`src/rtl/memory_burst_writer.sv`:
```
// memory_burst_writer: packs 64-bit payload words into 256-bit beats and issues Avalon-MM burst
// writes per {size,addr} command. Define MEMORY_BURST_WRITER_PATTERN_GEN_EN for generated self-test data.
module memory_burst_writer #(
    parameter int unsigned BYTES_PER_ADDR = 32,
    parameter int unsigned BURST_N        = 128
) (
    input  logic         CLOCK,
    input  logic         reset_n,
    input  logic [31:0]  in_count,
    output logic         fifo_cmd_read,
    input  logic [63:0]  fifo_cmd_readdata,
    input  logic         fifo_cmd_waitrequest,
    output logic         fifo_data_read,
    input  logic [63:0]  fifo_data_readdata,
    input  logic         fifo_data_waitrequest,
    output logic         fifo_out_write,
    output logic [63:0]  fifo_out_writedata,
    input  logic         fifo_out_waitrequest,
    output logic [26:0]  sdram0_data_address,
    output logic [7:0]   sdram0_data_burstcount,
    output logic         sdram0_data_write,
    output logic [255:0] sdram0_data_writedata,
    output logic [31:0]  sdram0_data_byteenable,
    input  logic         sdram0_data_waitrequest,
    output logic         is_writing
);

    typedef enum logic [1:0] {S_IDLE, S_FILL, S_WRITE, S_DONE} state_t;

    state_t         r_state;
    state_t         w_state_nx;

    logic           r_cmd_read;
    logic           r_out_write;
    logic [63:0]    r_out_data;
    logic           r_cpl;
    logic           r_is_writing;
    logic [26:0]    r_addr_base;
    logic [26:0]    r_beats_total;
    logic [26:0]    r_beats_done;
    logic [7:0]     r_burst_left;
    logic           r_new_burst;
    logic [1:0]     r_word_cnt;
    logic [31:0]    r_checksum;
    logic [26:0]    r_address;
    logic [7:0]     r_burstcount;
    logic [31:0]    r_byteenable;
    logic [255:0]   r_writedata;

    logic           w_cmd_acc;
    logic           w_cmd_nz;
    logic [26:0]    w_cmd_addr;
    logic [26:0]    w_cmd_beats;
    logic           w_data_acc;
    logic           w_beat_acc;
    logic           w_out_acc;
    logic           w_fill_done;
    logic [26:0]    w_beats_done_nx;
    logic           w_last_beat;
    logic [26:0]    w_beats_left;
    logic [7:0]     w_burst_len;
    logic [31:0]    w_beat_sum;
    logic [31:0]    w_neg_sum;

    assign w_cmd_acc       = r_cmd_read && !fifo_cmd_waitrequest;
    assign w_cmd_nz        = |fifo_cmd_readdata;
    assign w_cmd_addr      = 27'(fifo_cmd_readdata[31:0] / BYTES_PER_ADDR);
    assign w_cmd_beats     = 27'(fifo_cmd_readdata[63:32] / BYTES_PER_ADDR);
    assign w_data_acc      = fifo_data_read && !fifo_data_waitrequest;
    assign w_beat_acc      = sdram0_data_write && !sdram0_data_waitrequest;
    assign w_out_acc       = r_out_write && !fifo_out_waitrequest;
    assign w_beats_done_nx = r_beats_done + 27'd1;
    assign w_last_beat     = (w_beats_done_nx == r_beats_total);
    assign w_beats_left    = r_beats_total - r_beats_done;
    assign w_burst_len     = (w_beats_left > 27'(BURST_N)) ? 8'(BURST_N) : w_beats_left[7:0];
    assign w_neg_sum       = ~r_checksum + 32'd1;

`ifdef MEMORY_BURST_WRITER_PATTERN_GEN_EN
    localparam logic LP_FIFO_DATA = 1'b0;
    logic [255:0] w_pattern;
    logic         w_unused_data;

    // Lane k of beat n carries 8n+k, matching the reader's self-test pattern.
    always_comb begin
        w_pattern = '0;
        for (int unsigned k = 0; k < 8; k++) begin
            w_pattern[k*32 +: 32] = 32'({r_beats_done, 3'(k)});
        end
    end

    assign w_unused_data = ^{fifo_data_readdata, fifo_data_waitrequest, r_word_cnt, w_data_acc};
    assign w_fill_done   = 1'b1;
`else
    localparam logic LP_FIFO_DATA = 1'b1;
    assign w_fill_done = w_data_acc && (r_word_cnt == 2'd3);
`endif

    always_comb begin
        w_beat_sum = '0;
        for (int unsigned k = 0; k < 8; k++) begin
            w_beat_sum = w_beat_sum + r_writedata[k*32 +: 32];
        end
    end

    always_ff @(posedge CLOCK or negedge reset_n) begin
        if (!reset_n) r_state <= S_IDLE;
        else          r_state <= w_state_nx;
    end

    always_comb begin
        w_state_nx = r_state;
        case (r_state)
            S_IDLE:  if (w_cmd_acc && w_cmd_nz) w_state_nx = (w_cmd_beats == '0) ? S_DONE : S_FILL;
            S_FILL:  if (w_fill_done) w_state_nx = S_WRITE;
            S_WRITE: if (w_beat_acc) w_state_nx = w_last_beat ? S_DONE : S_FILL;
            S_DONE:  if (w_out_acc && r_cpl) w_state_nx = S_IDLE;
            default: w_state_nx = S_IDLE;
        endcase
    end

    always_comb begin
        fifo_data_read    = 1'b0;
        sdram0_data_write = 1'b0;
        case (r_state)
            S_FILL:  fifo_data_read    = LP_FIFO_DATA;
            S_WRITE: sdram0_data_write = 1'b1;
            default: ;
        endcase
    end

    always_ff @(posedge CLOCK or negedge reset_n) begin
        if (!reset_n) begin
            r_cmd_read    <= 1'b0;
            r_out_write   <= 1'b0;
            r_out_data    <= '0;
            r_cpl         <= 1'b0;
            r_is_writing  <= 1'b0;
            r_addr_base   <= '0;
            r_beats_total <= '0;
            r_beats_done  <= '0;
            r_burst_left  <= '0;
            r_new_burst   <= 1'b0;
            r_word_cnt    <= '0;
            r_checksum    <= '0;
            r_address     <= '0;
            r_burstcount  <= '0;
            r_byteenable  <= '0;
            r_writedata   <= '0;
        end else begin
            if (w_out_acc) r_out_write <= 1'b0;
            // Command reads only ever issue from IDLE, so a completion must be accepted first.
            r_cmd_read <= (w_state_nx == S_IDLE);
            case (r_state)
                S_IDLE: begin
                    if (w_cmd_acc && w_cmd_nz) begin
                        r_addr_base   <= w_cmd_addr;
                        r_beats_total <= w_cmd_beats;
                        r_beats_done  <= '0;
                        r_checksum    <= '0;
                        r_word_cnt    <= '0;
                        r_new_burst   <= 1'b1;
                        r_cpl         <= 1'b0;
                        r_is_writing  <= 1'b1;
                        r_out_write   <= 1'b1;
                        r_out_data    <= {32'h0, in_count};
                    end
                end
                S_FILL: begin
                    if (r_new_burst) begin
                        r_address    <= r_addr_base + r_beats_done;
                        r_burstcount <= w_burst_len;
                        r_burst_left <= w_burst_len;
                        r_byteenable <= '1;
                        r_new_burst  <= 1'b0;
                    end
`ifdef MEMORY_BURST_WRITER_PATTERN_GEN_EN
                    r_writedata <= w_pattern;
`else
                    if (w_data_acc) begin
                        r_writedata[{r_word_cnt, 6'd0} +: 64] <= fifo_data_readdata;
                        r_word_cnt <= r_word_cnt + 2'd1;
                    end
`endif
                end
                S_WRITE: begin
                    if (w_beat_acc) begin
                        r_checksum   <= r_checksum + w_beat_sum;
                        r_beats_done <= w_beats_done_nx;
                        r_burst_left <= r_burst_left - 8'd1;
                        if (r_burst_left == 8'd1) r_new_burst <= 1'b1;
                    end
                end
                S_DONE: begin
                    // Completion is queued only once the start ack has drained.
                    if (!r_out_write && !r_cpl) begin
                        r_out_write <= 1'b1;
                        r_out_data  <= {w_neg_sum, in_count};
                        r_cpl       <= 1'b1;
                    end else if (w_out_acc && r_cpl) begin
                        r_cpl        <= 1'b0;
                        r_is_writing <= 1'b0;
                        r_address    <= '0;
                        r_burstcount <= '0;
                        r_byteenable <= '0;
                    end
                end
                default: ;
            endcase
        end
    end

    assign fifo_cmd_read          = r_cmd_read;
    assign fifo_out_write         = r_out_write;
    assign fifo_out_writedata     = r_out_data;
    assign sdram0_data_address    = r_address;
    assign sdram0_data_burstcount = r_burstcount;
    assign sdram0_data_writedata  = r_writedata;
    assign sdram0_data_byteenable = r_byteenable;
    assign is_writing             = r_is_writing;

endmodule
```
`config.mk`:
```
export PLATFORM = sky130hd
export DESIGN_NAME = memory_burst_writer
export DESIGN_NICKNAME = d
export VERILOG_FILES = /design/src/rtl/memory_burst_writer.sv
export SDC_FILE = /design/constraint.sdc
export NUM_CORES = 1
export LEC_CHECK = 0
export CAP_MARGIN = 20
export CORE_ASPECT_RATIO = 0.5
export CORE_MARGIN = 10
export CORE_UTILIZATION = 36
export DETAILED_ROUTE_END_ITERATION = 6
export GPL_ROUTABILITY_DRIVEN = 0
export PLACE_DENSITY = 0.65
export SLEW_MARGIN = 15
export SYNTH_ARGS = -nofsm -noshare
export SYNTH_HDL_FRONTEND = slang
export SYNTH_SLANG_ARGS = --single-unit
export TNS_END_PERCENT = 10
```
`constraint.sdc`:
```
create_clock -name CLOCK -period 4.95 [get_ports CLOCK]
set_input_delay 1.485 -clock CLOCK [delete_from_list [all_inputs] [get_ports CLOCK]]
set_output_delay 1.485 -clock CLOCK [all_outputs]
set_load 0.02 [all_outputs]
```
After elaboration in Yosys (flattened, before gate mapping):

Cells that the tools add are included.

* output and inout port bits: 392
* flip-flop bits (word level): 517
* input bits: 166
* logic and storage cells: 136

* magnitude comparators: 1
* eq/ne operators: 15
* bitwise logic cells: 1
* reductions and logical operators: 34
* $add $sub $neg: 15
* shift operators: 2
* multiplexer cells: 51

Operators by type and width (count)
* $add A32 B32 Y32: 8
* $bwmux W256: 1
* $shift A64 B10 Y256 const A: 1
* $shiftx A64 B10 Y256: 1
* $mux W32: 5
* $mux W27: 5
* $mux W64: 2
* $pmux W32 S2: 2
* $pmux W64 S2: 1
* $pmux W27 S2: 2
* $reduce_or A64 Y1: 1
* $mux W8: 5
* $add A32 B1 Y32 const B: 1
* $not A32 Y32: 1
* $pmux W8 S2: 2
* $add A27 B1 Y27 const B: 1
* $add A27 B27 Y27: 1
* $eq A27 B27 Y1: 1
* $gt A27 B8 Y1 const B: 1
* $logic_not A27 Y1: 1
* $sub A27 B27 Y27: 1
* $mux W2: 8
* $ne A2 B2 Y1 const B: 8
* $reduce_and A3 Y1: 5
* other kinds (19): 54

Logic depth before layout (Yosys ltp):

* depth in word-level cells: 10
* depth in mapped cells: 20

Worst setup path before layout:

OpenSTA, ideal clock, no wires.

* kind: flip-flop to flip-flop
* start: register r_writedata[2] (netlist: sdram0_data_writedata[2])
* end: register r_checksum[30]
* period minus slack after synthesis: 5.072 ns
* required time: 4.816 ns
* path buffers: 0
* slack: -0.122 ns
* data arrival time: 4.938 ns
* cell stages (with the launch flop): 21
* path through: dfrtp_1 > inv_1 > fa_1 > inv_1 > fa_1 > fa_1 > inv_1 > fa_1 > inv_1 > ha_1 > fa_1 > a21o_1 > a21o_1 > a21oi_1 > o21ai_0 > a21oi_1 > o211a_1 > o31ai_1 > a211oi_1 > xor2_1 > o21ai_0

* longest elaborated chain between the ends: 10

RTL lines
* start: declaration: line 48 `logic [255:0] r_writedata;`
* start signal: indexed assignment: line 180 `r_writedata[{r_word_cnt, 6'd0} +: 64] <= fifo_data_readdata;`
* $add A32 B32 Y32 (7 in series): line 101 `w_beat_sum = w_beat_sum + r_writedata[k*32 +: 32];`
* $add A32 B32 Y32: line 187 `r_checksum <= r_checksum + w_beat_sum;`
* $mux W32: line 186 `if (w_beat_acc) begin`
* $pmux W32 S2: line 153 `case (r_state)`
* end signal: assignment: line 187
* end: declaration: line 44 `logic [31:0] r_checksum;`

Every way passes these cells. The select of a mux whose other input is x is not followed.
A chain may end at the register's enable or synchronous reset.

Worst setup path in the final report:

Ends and elaborated chain as after synthesis.

==> results.cfg <==
[synth]
ys_ff_latch = 486
synth_compound_area_share_pct = 17.2
synth_top_family_by_area = adder cells
async_flop_share_pct = 100
synth-warning-count = 0
synth_top_area_cell = dfrtp_1
synthSimpleGateAreaFrac_pct = 9.55
yosysSeqAreaShare_pct = 41.2
synthDominantCellAreaShare_pct = 41.2
syn_nets = 3235
synth_ff_type = dfrtp_1
synth-edff-count = 0
syn_area_per_cell_um2 = 10.7
synthMuxAreaShare_pct = 2.20
netlist_area_um2 = 29500
synthXorXnorAreaFrac_pct = 4.30
synthAdderAreaFrac_pct = 18.7
syn_inst = 2756
synthTopCellsByArea = dfrtp_1, fa_1, a22o_1, inv_1, ha_1
synthDistinctLibCells = 85

[die]
io_pins = 558
die_h_um = 222
core_area_um2 = 81400
start_util_pct = 36.3
die_w_um = 425
num_rows = 74
die_area_um2 = 94500

[clock_tree]
cts_root_buffer = clkbuf_16
cts_hold_buffers = 0
clock_sinks = 486
clock_latency_ns = 0.63
tritoncts = built
cts_max_path_buffers = 3
clk_pin_slew_ns = 0.07
cts_buffers = 49
clock_tree.htree_level_count = 2

[placement]
portBuffers = 557
placed_area_um2 = 37100
dp_worst_setup_slack_ns = -0.238
hpwlAfterDp_mm = 75.8

[pwr]
vdd_drop_max_mv = 0.422
powerDensity_nw_per_um2 = 630
p_leak_nw = 18.0

[min_path]
whs_endpoint = fifo_out_writedata[6]
hold_class = flop to flop
worstHoldStart = fifo_out_writedata[6]
hold_depth = 2

[critical_path]
reg2reg_from = sdram0_data_writedata[2]
cp-startpoint = sdram0_data_writedata[2]
path_buf_inv = 4
critical_path.top_delay_family = adder cells
rrSetupSlack_ns = 0.02
r2r_end = r_checksum[30]
path_max_fanout = 3
max_stage_delay_ns = 0.54
crit_cells = 20
critical_path_class = flop to flop
cp-start-kind = flop
cp-end-kind = flop
cp_slowest_cell = fa_1
crit_chain = inv_1, fa_1, inv_1, fa_1, fa_1, inv_2, fa_1, inv_1, ha_2, fa_2, a21o_1, a21o_1, a21oi_2, o21ai_2, a21oi_2, o211a_1, o31ai_2, a211oi_2, xor2_1, o21ai_0
reg2reg_depth = 20
arrival_ns = 5.43
cp.required_ns = 5.44
crit_top_cell = fa_1

[cells_and_area]
fillers = 7401
final_cell_mix = clkdlybuf4s50_1, dfrtp_1, inv_1
design_area_um2 = 38800
multiInputGateArea_um2 = 15500
regArea_um2 = 12200
insertedDiodeCount = 0
layout_commonest_cell = clkdlybuf4s50_1
area_growth_pct = 31.6
nNetsFinal = 3853
drive_gt1_share_pct = 10.7
final_core_util_pct = 47.7

[routing]
remaining_drc_errors = 0
drtAntennaViolNets = 0
drt-wirelength-per-cell_um = 21.8
drtIter0Drc = 1760
finalWirelength_mm = 98.6
vias_per_cell = 5.20
dr.pass1.iters = 5
dr_total_vias = 23500

[timing]
finalCritPeriodShare_pct = 99.6
setup_viol = 0
skew_ns = 0.0408
whs_ns = 0.470
rsz0062_at_grt = yes
maxSlewViolCount = 0
final_hold_viol_count = 0
fin_crit_ns = 4.93
fin_setup_tns_ns = 0
max_freq_mhz = 203
worst_pin_slew_ns = 0.995
relSlewSlack_pct = 33.7
worst_slack_ns = 0.0188

[global_route]
antenna_found_initial = 2
overflow = 0
grt_max_degree = 104
grt_pass1_wl_mm = 154
grt_util_all_layers_pct = 20.6
grt_pass1_vias = 24900

[flow_run]
maxCapViolations = 0

[outcome]
outcome = completed
power by group:
| part | internal, mW | switching [mW] | total [mW] |
|---|---|---|---|
| clock | 2.11 | 1.74 | 3.85 |
| combinational | 6.41 | 8.14 | 14.6 |
| sequential | 5.05 | 1.02 | 6.07 |
| total | 13.6 | 10.9 | 24.5 |
flip-flops by register name, summed over array words and instances, names as in the netlist:
name and flops:
r_beats_total 27, fifo_out_writedata 64, r_beats_done 27, r_burst_left 8, fifo_cmd_read 1, r_new_burst 1, sdram0_data_writedata 256, fifo_out_write 1
r_state 2, r_checksum 32, r_cpl 1, is_writing 1, r_addr_base 27, r_word_cnt 2, sdram0_data_address 27, sdram0_data_burstcount 8
sdram0_data_byteenable 1
logic make-up (layout without fill, tap and decap cells):
kind of cell / Yosys count / count (layout)
AND/OR/NAND/NOR: 565 / 565
buffers and inverters: 499 / 1154
flip-flops: 486 / 486
multiplexers: 58 / 58
AO/OA/AOI/OAI: 690 / 690
XOR/XNOR: 145 / 145
adder cells (fa/ha/maj): 313 / 313
worst register-to-register path, stage by stage (launching register included):
cell      delay [ns]
dfrtp_2         0.35
inv_1           0.06
fa_1            0.54
inv_1           0.05
fa_1            0.48
fa_1            0.51
inv_2           0.04
fa_1            0.54
inv_1           0.05
ha_2            0.19
fa_2            0.36
a21o_1          0.18
a21o_1          0.17
a21oi_2         0.18
o21ai_2         0.12
a21oi_2         0.25
o211a_1         0.22
o31ai_2         0.08
a211oi_2        0.21
xor2_1          0.15
o21ai_0         0.08
final cells by class:
cell class,count,share of cell area (%)
flip-flops and latches,486,31.3
multi-input cells,1771,39.8
repair buffers,713,17.8
inverters,353,3.41
clock inverters,19,0.506
well taps,1102,3.55
clock buffers,69,3.64
synthesized netlist by cell type (all sizes together), types with 13 or more instances:
cell type,n
nand4,18
o21ai,125
a22o,290
nand2,262
nor2,78
xnor2,89
nand3,35
a21oi,101
a211oi,13
ha,98
fa,215
xor2,56
nor4,35
or3,25
inv,352
buf,43
nor3,37
mux2,55
dfrtp,486
clkbuf,103
o31ai,23
a21o,42
stage by stage:
step / cells / power [mW]
2_1_floorplan: 2756 / 15.3
3_5_place_dp: 4423 / 20.6
6_report: 4513 / 24.5
5_1_grt: 4513 / 26.4
3_3_place_gp: 4423 / 20.4
4_1_cts: 4513 / 24.7
how the worst max path moves through the flow:
| stage | endpoint | slack, ns |
|---|---|---|
| finish | r_checksum[30] | 0.02 |
| CTS | r_checksum[25] | -0.002 |
| global route | r_checksum[25] | -0.24 |
| global placement | r_checksum[25] | -0.25 |
| detailed placement | r_checksum[25] | -0.24 |
| floorplan | r_checksum[25] | 0.04 |
timing repair:
item,4_1_cts,5_1_grt
setup buffers,2,0
pin swaps,17,9
endpoints found under the setup margin,13,15
resized for setup,14,6
gates cloned,0,0
routing by layer:
| layer | global-route usage, % | routed length, µm | part of all wire [%] | vias to the layer above |
|---|---|---|---|---|
| met5 | 0 | 13 | 0.013 | - |
| met4 | 8.89 | 4950 | 5.0 | 2 |
| li1 | - | - | - | 10700 |
| met2 | 37.1 | 51100 | 52 | 630 |
| met1 | 24.1 | 38000 | 39 | 11900 |
| met3 | 3.02 | 4540 | 4.6 | 201 |
No activity file was read; power rests on OpenSTA's default activity.
